$ cat src/rtl/wb_write_port.sv
// rtl/wb_write_port.sv - register-file write port: loads win, ALU results queue in a FIFO.
// Optional decode-stage forwarding lookup is built only when WB_FORWARD_EN is defined.
module wb_write_port #(
  parameter int DATA_WIDTH        = 64,
  parameter int REG_INDEX_BITS    = 5,
  parameter int THREAD_INDEX_BITS = 3,
  parameter int FIFO_DEPTH        = 4
) (
  input  logic                             clk,
  input  logic                             reset,
  input  logic                             in_alu_valid,
  output logic                             out_alu_ready,
  input  logic [REG_INDEX_BITS-1:0]        in_alu_reg_index,
  input  logic [THREAD_INDEX_BITS-1:0]     in_alu_thread_index,
  input  logic [DATA_WIDTH-1:0]            in_alu_data,
  input  logic                             in_load_valid,
  input  logic [REG_INDEX_BITS-1:0]        in_load_reg_index,
  input  logic [THREAD_INDEX_BITS-1:0]     in_load_thread_index,
  input  logic [DATA_WIDTH-1:0]            in_load_data,
  output logic                             out_wr_en,
  output logic [REG_INDEX_BITS-1:0]        out_wr_reg_index,
  output logic [THREAD_INDEX_BITS-1:0]     out_wr_thread_index,
  output logic [DATA_WIDTH-1:0]            out_wr_data,
  output logic [$clog2(FIFO_DEPTH):0]      out_fifo_count,
  input  logic [REG_INDEX_BITS-1:0]        in_fwd_reg_index,
  input  logic [THREAD_INDEX_BITS-1:0]     in_fwd_thread_index,
  output logic                             out_fwd_hit,
  output logic [DATA_WIDTH-1:0]            out_fwd_data
);

  localparam int PW = $clog2(FIFO_DEPTH);
  localparam int CW = PW + 1;
  localparam logic [CW-1:0] DEPTH_C = CW'(FIFO_DEPTH);

  logic [REG_INDEX_BITS-1:0]    fifo_reg  [FIFO_DEPTH];
  logic [THREAD_INDEX_BITS-1:0] fifo_thr  [FIFO_DEPTH];
  logic [DATA_WIDTH-1:0]        fifo_data [FIFO_DEPTH];
  logic [PW-1:0]                rd_ptr;
  logic [PW-1:0]                wr_ptr;
  logic [CW-1:0]                count;
  logic                         push;
  logic                         pop;

  assign out_fifo_count = count;
  // Ready looks only at occupancy, so a full buffer refuses even while it drains.
  assign out_alu_ready  = (count < DEPTH_C);
  assign push = !reset && in_alu_valid && out_alu_ready;
  assign pop  = !reset && !in_load_valid && (count != '0);

  always_ff @(posedge clk) begin
    if (push) begin
      fifo_reg[wr_ptr]  <= in_alu_reg_index;
      fifo_thr[wr_ptr]  <= in_alu_thread_index;
      fifo_data[wr_ptr] <= in_alu_data;
    end
  end

  always_ff @(posedge clk) begin
    if (reset) begin
      rd_ptr              <= '0;
      wr_ptr              <= '0;
      count               <= '0;
      out_wr_en           <= 1'b0;
      out_wr_reg_index    <= '0;
      out_wr_thread_index <= '0;
      out_wr_data         <= '0;
    end else begin
      if (push) wr_ptr <= wr_ptr + PW'(1);
      if (pop)  rd_ptr <= rd_ptr + PW'(1);
      case ({push, pop})
        2'b10:   count <= count + CW'(1);
        2'b01:   count <= count - CW'(1);
        default: count <= count;
      endcase
      if (in_load_valid) begin
        out_wr_en           <= 1'b1;
        out_wr_reg_index    <= in_load_reg_index;
        out_wr_thread_index <= in_load_thread_index;
        out_wr_data         <= in_load_data;
      end else if (count != '0) begin
        out_wr_en           <= 1'b1;
        out_wr_reg_index    <= fifo_reg[rd_ptr];
        out_wr_thread_index <= fifo_thr[rd_ptr];
        out_wr_data         <= fifo_data[rd_ptr];
      end else begin
        out_wr_en <= 1'b0;
      end
    end
  end

`ifdef WB_FORWARD_EN
  logic [PW-1:0] fwd_idx;

  // Walk oldest to newest so the youngest matching entry wins; the pending write is oldest of all.
  always_comb begin
    out_fwd_hit  = 1'b0;
    out_fwd_data = '0;
    fwd_idx      = rd_ptr;
    if (out_wr_en && out_wr_thread_index == in_fwd_thread_index &&
        out_wr_reg_index == in_fwd_reg_index) begin
      out_fwd_hit  = 1'b1;
      out_fwd_data = out_wr_data;
    end
    for (int i = 0; i < FIFO_DEPTH; i++) begin
      fwd_idx = rd_ptr + PW'(i);
      if (CW'(i) < count && fifo_thr[fwd_idx] == in_fwd_thread_index &&
          fifo_reg[fwd_idx] == in_fwd_reg_index) begin
        out_fwd_hit  = 1'b1;
        out_fwd_data = fifo_data[fwd_idx];
      end
    end
  end
`else
  logic unused_fwd;
  assign unused_fwd   = ^{in_fwd_reg_index, in_fwd_thread_index};
  assign out_fwd_hit  = 1'b0;
  assign out_fwd_data = '0;
`endif

endmodule

$ cat config.mk
export PLATFORM = sky130hd
export DESIGN_NAME = wb_write_port
export DESIGN_NICKNAME = d
export VERILOG_FILES = /design/src/rtl/wb_write_port.sv
export SDC_FILE = /design/constraint.sdc
export NUM_CORES = 1
export LEC_CHECK = 0
export BUFFER_PORTS_ARGS = -buffer_cell sky130_fd_sc_hd__buf_2
export CORE_ASPECT_RATIO = 0.9
export CORE_MARGIN = 2
export CORE_UTILIZATION = 50
export CTS_CLUSTER_DIAMETER = 50
export CTS_CLUSTER_SIZE = 10
export DETAILED_ROUTE_END_ITERATION = 6
export GPL_TIMING_DRIVEN = 0
export PLACE_DENSITY = 0.83
export SYNTH_ARGS = -nofsm -noshare
export SYNTH_HDL_FRONTEND = slang
export SYNTH_SLANG_ARGS = --single-unit
$ cat constraint.sdc
create_clock -name clk -period 4.49 [get_ports clk]
set_input_delay 0.898 -clock clk [delete_from_list [all_inputs] [get_ports clk]]
set_output_delay 0.898 -clock clk [all_outputs]
set_load 0.01 [all_outputs]
==> results of run 1 <==
-- kinds of logic (layout without fill, tap and decap cells) --
group | after synthesis | after routing | synth area share
DFF | 370 | 370 | 0.7120
AOI/OAI and AO/OA | 225 | 225 | 0.1035
muxes | 144 | 144 | 0.1122
buffers and inverters | 138 | 443 | 0.05705
and+or+nand+nor | 19 | 19 | 0.007445
adders and majority gates | 6 | 6 | 0.005714
xor gates and xnor gates | 3 | 3 | 0.001818
other | 1 | 68 | 0.0002595
-- how the worst max path moves through the flow --
stage | start | slack [ps] | cells after the start | end
3_3_place_gp | reset | -590 | 3 | fifo_data[2][34]
6_report | reset | 2050 | 6 | out_wr_data[46]
5_1_grt | reset | 1940 | 6 | out_wr_data[44]
3_5_place_dp | reset | 1500 | 4 | fifo_data[2][49]
2_1_floorplan | reset | 870 | 3 | fifo_data[1][0]
4_1_cts | reset | 2050 | 4 | fifo_data[2][58]
-- routing by layer --
metal,vias to the layer above,part of all wire
li1,4153,-
met1,4475,0.38
met2,540,0.49
met3,65,0.11
met4,4,0.024
met5,-,0.00066
-- where the power goes --
group	leakage [nW]	switching, mW	internal (mW)
clock	0.605	1.25	1.88
sequential	3.30	0.0731	3.87
combinational	2.74	0.522	0.381
-- cell usage after synthesis --
cell	number	area, um^2
o41ai_1	1	8.760
clkbuf_1	43	161.4
edfxtp_1	288	8648
o21ai_1	3	15.01
o31ai_1	1	7.510
conb_1	1	3.750
inv_1	9	33.78
fa_1	1	20.02
nor2_1	6	22.52
dfxtp_1	82	1642
nand2_1	1	3.750
o21ai_0	71	355.3
a222oi_1	72	720.7
xor2_1	2	17.52
buf_1	1	3.750
ha_1	5	62.56
nor3b_2	1	12.51
nor2b_1	1	6.260
o311ai_0	1	8.760
buf_4	65	488.0
mux2_2	144	1622
or2_2	1	6.260
or3_1	2	12.51
buf_2	14	70.07
a21oi_1	76	380.4
nor3_1	1	5.000
and2_1	5	31.28
or4_1	1	7.510
xnor2_1	1	8.760
buf_6	6	67.56
-- final cells by class --
type | instances | area, um^2
inverter | 9 | 33.78
sequential | 370 | 10290
buffer | 129 | 790.8
clock buffer | 75 | 1249
fill | 2116 | 10980
clock inverter | 3 | 21.27
multi-input combinational | 462 | 3588
tap | 366 | 457.9
antenna | 3 | 7.507
timing repair buffer | 227 | 1226
-- worst max-delay path, stage by stage --
cell      delay, ps
clkbuf_1        210
inv_1           140
clkbuf_1        740
clkbuf_1        470
o21ai_0         210
a21oi_1         180
-- metrics by stage --
stage | instance area (um^2) | TNS [ps] | worst slack [ps] | total power, mW | hold slack (ps)
detailed placement | 16390 | 0 | 1501 | 4.906 | 466.5
floorplan | 14690 | 0 | 870.2 | 4.533 | 429.3
global placement | 16270 | -162650 | -586.5 | 4.874 | 442.7
finish | 17660 | 0 | 2052 | 7.980 | 475.2
global route | 17660 | 0 | 1943 | 8.267 | 496.7
CTS | 17660 | 0 | 2045 | 8.033 | 474.9
==> impl_summary.log, run 1 <==
[metrics] commonest non-fill, non-tap cell in the layout: edfxtp_1
[metrics] final-report hold violation count: 0
[metrics] worst-skew pair later-pin latency: 520 ps
[metrics] Worst Setup Start Kind: input pin
[metrics] clk_skew: between 10 and 15 ps
[metrics] pin count of the biggest net entering global routing: 45
[metrics] synthesized instance count: 906
[metrics] GRT Overall Usage: 0.2241
[metrics] Max Cap Viol: 0
[metrics] Inst Count DP: 1,563
[metrics] level count of the clock H-tree: 2
[metrics] RSZ-0062 raised after global routing: no
[metrics] number of global-route vias before repair: around 9,200
[metrics] final RePlAce weighted congestion: a little under 0.8
[metrics] initial antenna violation count: 8
[metrics] Hold Path Class: flop to flop
[metrics] worst max-slew margin expressed relative to the limit: 0.2317
[metrics] routed wire length: between 30 and 40 mm
[metrics] FP Rows: 59
[metrics] core region area: roughly 0.029 mm^2
[metrics] Initial Utilization: 0.5046
[metrics] global-route met2 utilization: 0.3907
[metrics] Sinks on Clock Net: 370
[metrics] HPWL Detailed: about 22 mm
[metrics] I/O pins: 298
[metrics] WL/cell: 21.13 um
[metrics] leading cell types in the layout, fill and taps excluded: 288 x edfxtp_1, 237 x buf_2, 144 x mux2_2, 82 x dfxtp_1, 76 x a21oi_1
[metrics] number of standard cells in the final layout excluding fillers: 1,644
[metrics] global-route wire length before repair: 51.36 mm
[metrics] P&R area growth vs syn: 22.22%
[metrics] clock-pin slew on the worst setup and hold paths: 60 ps
[metrics] GR met3 Demand/Resource: 0.05482
[metrics] Max Fanout on Critical Path: 10
[metrics] CTS Hold Buffers Added: 0
[metrics] proportion of layout cells with a drive suffix above 1: 0.4008
[metrics] depth of the worst register-to-register path: 6
[metrics] cell area after synthesis: 0.01445 mm^2
[metrics] crit path DAT: around 2900 ps
[metrics] transition time at the pin with the least slew margin: roughly 1100 ps
[metrics] most heavily used metal layer in global routing: met2
[metrics] critical register-to-register path endpoint: out_wr_reg_index[4]
[metrics] count of different cell masters after synthesis: 30
[metrics] starting DRC count in detailed routing: approximately 1,100
[metrics] flip-flop count of the largest register after layout: between 200 and 300
[metrics] register bit total from synthesis: 370
[metrics] port buffer count: around 220
[metrics] maximum clock path buffer count: 3
[metrics] Final setup viols: 0
[metrics] Clk Tree Root Cell: clkbuf_16
[metrics] GRT met1 Usage: 0.2792
[metrics] endpoint type of the worst setup path: flop
[metrics] hold path depth: 1
[metrics] average vias per placed instance: 5.619
[metrics] violations in the final reports: DRC
[metrics] number of routed nets with antenna violations: 0
[metrics] Leakage Power: around 6.6 nW
[metrics] proportion of synthesized chip area in sequential cells: 0.7120
[metrics] Net count, final: 1,405
[metrics] horizontal extent of the die: 183.2 um
[metrics] synth warn: 0
[metrics] share of the cycle needed by the critical path after routing: 0.5429
[metrics] data required time at the worst endpoint: 4920 ps
[metrics] clock period minus worst slack: 2438 ps
[metrics] vertical die dimension: 165.3 um
[metrics] worst-case vdd ir drop: 0.3855 mV
[metrics] number of buffers inserted by post-CTS setup repair: 0
[metrics] total vias in the final route: 9,237
[metrics] category of the most critical setup path: input pin to flop
[metrics] TritonRoute pass-1 iters: 7
[metrics] Avg Synthesized Cell Area: 15.95 um^2
[metrics] Residual DRC: 6
[metrics] result of the run: finished, violations left
[metrics] number of buffers created by CTS: 44
[metrics] total power density per cell area: 451.7 mW/mm^2
[metrics] startpoint of the most critical hold path: rd_ptr[1]
[metrics] leftover overflow at the end of global routing: 0
[metrics] Highest Clock Rate: between 400 and 500 MHz
[metrics] clock tree from TritonCTS: built
[metrics] post-cts sizing count: 0
[metrics] Total Die Area: between 0.03 and 0.04 mm^2
[metrics] Slew Viols, Final: 0
[metrics] minimum setup slack among reg-to-reg paths: 2190 ps
[metrics] core utilization of the finished layout: 0.6167
[metrics] end point of the worst hold path: rd_ptr[1]
No activity file was read; power rests on OpenSTA's default activity.
==> inputs of run 2 (changes only) <==
--- a/config.mk
+++ b/config.mk
@@ -5,6 +5,7 @@
 export SDC_FILE = /design/constraint.sdc
 export NUM_CORES = 1
 export LEC_CHECK = 0
+export ABC_AREA = 1
 export BUFFER_PORTS_ARGS = -buffer_cell sky130_fd_sc_hd__buf_2
 export CORE_ASPECT_RATIO = 0.9
 export CORE_MARGIN = 2
@@ -13,7 +14,7 @@
 export CTS_CLUSTER_SIZE = 10
 export DETAILED_ROUTE_END_ITERATION = 6
 export GPL_TIMING_DRIVEN = 0
-export PLACE_DENSITY = 0.83
+export PLACE_DENSITY = 0.85
 export SYNTH_ARGS = -nofsm -noshare
 export SYNTH_HDL_FRONTEND = slang
 export SYNTH_SLANG_ARGS = --single-unit
==> constraint.sdc (replaced) <==
create_clock -name clk -period 2.13 [get_ports clk]
set_input_delay 0.426 -clock clk [delete_from_list [all_inputs] [get_ports clk]]
set_output_delay 0.426 -clock clk [all_outputs]
set_load 0.01 [all_outputs]
==> run 2 against run 1 <==
  * The run now ends clean
  * Worst setup slack got worse by 1900 ps
  * First-iteration DRC count decreased by 15%
  * Critical endpoint is now out_fifo_count[2]
  * Flip-flop and latch count unchanged
  * Clock power increased by 120%
  * Total power increased by 120%
==> impl_summary.log, run 2 <==
[metrics] Total Die Area: 0.03208 mm^2 (was 0.03028 mm^2)
[metrics] Initial Utilization: 0.5105 (was 0.5046)
[metrics] count of different cell masters after synthesis: 25 (was 30)
[metrics] share of the cycle needed by the critical path after routing: 0.9243
[metrics] commonest non-fill, non-tap cell in the layout: nand2_1 (was edfxtp_1)
[metrics] TritonRoute pass-1 iters: 5 (was 7)
[metrics] average vias per placed instance: 5.095 (was 5.619)
[metrics] transition time at the pin with the least slew margin: 892.7 ps (was 1148 ps)
[metrics] xor/xnor cell area share of the yosys netlist: 0 (was 0.001818)
[metrics] number of routed nets with antenna violations: 0 (unchanged)
[metrics] pin count of the biggest net entering global routing: 31 (was 45)
[metrics] clock-pin slew on the worst setup and hold paths: 60 ps (about the same)
[metrics] Finished Cell Area: 0.01875 mm^2 (was 0.01766 mm^2)
[metrics] hold path depth: 1 (unchanged)
[metrics] leading cell types in the layout, fill and taps excluded: 442 x nand2_1, 288 x edfxtp_1, 254 x buf_2, 218 x nand3_1, 81 x dfxtp_1 (was 288 x edfxtp_1, 237 x buf_2, 144 x mux2_2, 82 x dfxtp_1, 76 x a21oi_1)
[metrics] worst-case vdd ir drop: 0.5460 mV (was 0.3855 mV)
[metrics] core utilization of the finished layout: 0.6243 (was 0.6167)
[metrics] biggest area consumer among synthesized cells: edfxtp_1 (unchanged)
[metrics] category of the most critical setup path: flop to flop (was input pin to flop)
[metrics] final-report hold violation count: 0 (unchanged)
[metrics] global-route wire length before repair: 58.65 mm (was 51.36 mm)
[metrics] largest incremental delay on the critical path: 370 ps (was 740 ps)
[metrics] result of the run: completed (was finished, violations left)
[metrics] total vias in the final route: 11,370 (was 9,237)
[metrics] Net count, final: 1,953 (was 1,405)
[metrics] minimum setup slack among reg-to-reg paths: 160 ps (was 2190 ps)
[metrics] final RePlAce weighted congestion: 0.8204 (was 0.7739)
[metrics] GRT Overall Usage: 0.2375 (was 0.2241)
[metrics] clock period minus worst slack: approximately 2000 ps
[metrics] FFs w/ async S/R, synth: 0 (unchanged)
[metrics] crit path DAT: 2390 ps (was 2870 ps)
[metrics] I/O pins: 298 (unchanged)
[metrics] cell area after synthesis: 0.01533 mm^2 (was 0.01445 mm^2)
[metrics] post-cts sizing count: 0 (unchanged)
[metrics] Highest Clock Rate: 507.9 MHz
[metrics] main combinational cell family by area after synthesis: simple AND/OR/NAND/NOR gates (was multiplexers)
[metrics] worst-skew pair later-pin latency: 530 ps (was 520 ps)
[metrics] Worst Setup Start Kind: flop (was input pin)
[metrics] Max Cap Viol: 0 (unchanged)
[metrics] CTS Hold Buffers Added: 0 (unchanged)
[metrics] initial antenna violation count: 7 (was 8)
[metrics] cell with the most instances after synthesis: nand2_1 (was edfxtp_1)
[metrics] Post-synth EDFFs: 288 (unchanged)
[metrics] critical path's most frequent cell: inv_1 (was clkbuf_1)
[metrics] level count of the clock H-tree: 2 (unchanged)
[metrics] starting DRC count in detailed routing: 959 (was 1,126)
[metrics] WL/cell: 17.41 um (was 21.13 um)
[metrics] register bit total from synthesis: 370 (unchanged)
[metrics] flip-flop count of the largest register after layout: 256 (unchanged)
[metrics] startpoint of the most critical hold path: in_alu_data[14] (was rd_ptr[1])
[metrics] reg-to-reg startpoint: out_fifo_count[1]
[metrics] number of global-route vias before repair: 10,830 (was 9,172)
[metrics] Max Fanout on Critical Path: 3 (was 10)
[metrics] depth of the worst register-to-register path: 12 (was 6)
[metrics] Most used DFF post-synth: edfxtp_1 (unchanged)
[metrics] critical register-to-register path endpoint: out_fifo_count[2] (was out_wr_reg_index[4])
[metrics] Leakage Power: 8.003 nW (was 6.644 nW)
[metrics] port buffer count: 224 (was 223)
[metrics] synthesized instance count: 1,446 (was 906)
[metrics] synth warn: 0 (unchanged)
[metrics] proportion of layout cells with a drive suffix above 1: 0.2422 (was 0.4008)
[metrics] HPWL Detailed: 25.66 mm (was 21.92 mm)
[metrics] end point of the worst hold path: fifo_data[2][14] (was rd_ptr[1])
[metrics] number of buffers inserted by post-CTS setup repair: 0 (unchanged)
[metrics] Clk Tree Root Cell: clkbuf_16 (unchanged)
[metrics] cell types with the highest counts after synthesis: 442 x nand2_1, 288 x edfxtp_1, 219 x nand3_1, 82 x dfxtp_1, 74 x inv_1 (was 288 x edfxtp_1, 144 x mux2_2, 82 x dfxtp_1, 76 x a21oi_1, 72 x a222oi_1)
[metrics] Slew Viols, Final: 0 (unchanged)
[metrics] compound-cell area share of the yosys netlist: 0.05419 (was 0.1035)
[metrics] endpoint type of the worst setup path: flop (unchanged)
[metrics] number of buffers created by CTS: 45 (was 44)
[metrics] post-synthesis mux area share: 0 (was 0.1122)
[metrics] routed wire length: 38.86 mm (was 34.73 mm)
[metrics] Final setup viols: 0 (unchanged)
[metrics] maximum clock path buffer count: 3 (unchanged)
[metrics] data required time at the worst endpoint: 2550 ps (was 4920 ps)
[metrics] sum of buffers and inverters on the critical path: 4 (unchanged)
[metrics] proportion of synthesized chip area in sequential cells: 0.6712 (was 0.7120)
[metrics] FP Rows: 60 (was 59)
[metrics] leftover overflow at the end of global routing: 0 (unchanged)
[metrics] total power density per cell area: 915.3 mW/mm^2 (was 451.7 mW/mm^2)
[metrics] simple-gate share of the synthesized area: 0.1846 (was 0.007445)
[metrics] Residual DRC: 0 (was 6)
[metrics] area share of the largest cell type after synthesis: 0.5641 (was 0.5984)
[metrics] worst max-slew margin expressed relative to the limit: 0.4042 (was 0.2317)
[metrics] top cells by area, synth: edfxtp_1 56%, nand2_1 11%, dfxtp_1 11% (was edfxtp_1 60%, dfxtp_1 11%, mux2_2 11%)
[metrics] Hold Path Class: input pin to flop (was flop to flop)
[metrics] Avg Synthesized Cell Area: 10.60 um^2 (was 15.95 um^2)
[metrics] CP max stage cell: fa_1 (was clkbuf_1)
[metrics] vertical die dimension: 170.1 um (was 165.3 um)
[metrics] core region area: 0.03003 mm^2 (was 0.02864 mm^2)
[metrics] horizontal extent of the die: 188.6 um (was 183.2 um)
[metrics] Sinks on Clock Net: 370 (unchanged)
[metrics] P&R area growth vs syn: 22.28% (was 22.22%)
[metrics] critical path, cell by cell: inv_1 > nand2_1 > nand2_1 > inv_1 > ha_1 > inv_1 > fa_1 > or2_2 > nand3_1 > nand2_1 > inv_1 > nor2_1 (was clkbuf_1 > inv_1 > clkbuf_1 > clkbuf_1 > o21ai_0 > a21oi_1)
[metrics] Post-Place Cell Area: 0.01742 mm^2 (was 0.01639 mm^2)
[metrics] clock tree from TritonCTS: built (unchanged)
[metrics] clk_skew: 19.95 ps (was 10.55 ps)
[metrics] RSZ-0062 raised after global routing: no (unchanged)
[metrics] adder-cell share of the synthesized area: 0.005386 (was 0.005714)
[metrics] cell family with the largest share of critical-path delay: simple AND/OR/NAND/NOR gates (was buffers and inverters)
-- run 2: cell types whose count changed after synthesis, sizes merged, moves of 2 or more --
cell / before / now
a222oi: 72 / 0
and2: 5 / 0
buf: 86 / 120
clkbuf: 43 / 29
inv: 9 / 91
mux2: 144 / 0
nand2: 1 / 442
nand3: 0 / 220
nor2: 6 / 10
o21ai: 74 / 77
or3: 2 / 0
xor2: 2 / 0
-- run 2: area by class of cell --
class                   instances  area (um^2)
well taps                     403        504.2
clock buffers                  74         1245
clock inverters                 7        53.80
flip-flops and latches        370        10290
plain buffers                 149        947.2
inverters                      92        362.8
repair buffers                233         1296
fillers                      2353        11280
multi-input cells             900         4036
diodes                          4        10.01
-- run 2: routing by layer --
layer | up-vias | share of wire | track usage
li1 | 5477 | - | -
met1 | 5259 | 0.40 | 0.3024
met2 | 557 | 0.48 | 0.4100
met3 | 72 | 0.090 | 0.05238
met4 | 6 | 0.021 | 0.06895
met5 | - | 0.0010 | 0
-- run 2: logic make-up after synthesis --
| group | after synthesis |
|---|---|
| adders and majority gates | 6 |
| buffers and inverters | 241 |
| and+or+nand+nor | 674 |
| other | 1 |
| DFF | 370 |
| AOI/OAI and AO/OA | 154 |
-- run 2: metrics by stage --
step | hold WS, ps | setup TNS [ps] | power (mW) | setup slack [ps] | std cells
floorplan | 458.9 | -5165 | 9.703 | -34.88 | 1510
global placement | 481.1 | -293630 | 10.45 | -1065 | 2137
detailed placement | 493.3 | -14650 | 10.54 | -279.9 | 2145
CTS | 80.90 | 0 | 17.25 | 11.09 | 2226
global route | 94.74 | 0 | 17.80 | 36.21 | 2229
finish | 112.3 | 0 | 17.16 | 161.1 | 2232
-- run 2: worst max path at each step --
stage | from | end | slack, ps | cells after the start
after floorplan | reset | fifo_data[0][0] | -30 | 3
after global placement | reset | fifo_data[3][46] | -1070 | 4
after detailed placement | in_load_valid | out_fifo_count[2] | -280 | 13
after CTS | out_fifo_count[2] | fifo_data[2][50] | 10 | 4
after global routing | out_fifo_count[1] | out_fifo_count[2] | 40 | 12
final | out_fifo_count[1] | out_fifo_count[2] | 160 | 12
-- run 2: report_power, final --
group | internal [mW] | leakage (nW) | switching [mW]
Combinational | 0.771 | 4.09 | 1.37
Sequential | 8.14 | 3.30 | 0.142
Clock | 3.99 | 0.621 | 2.76
Total | 12.9 | 8.00 | 4.26
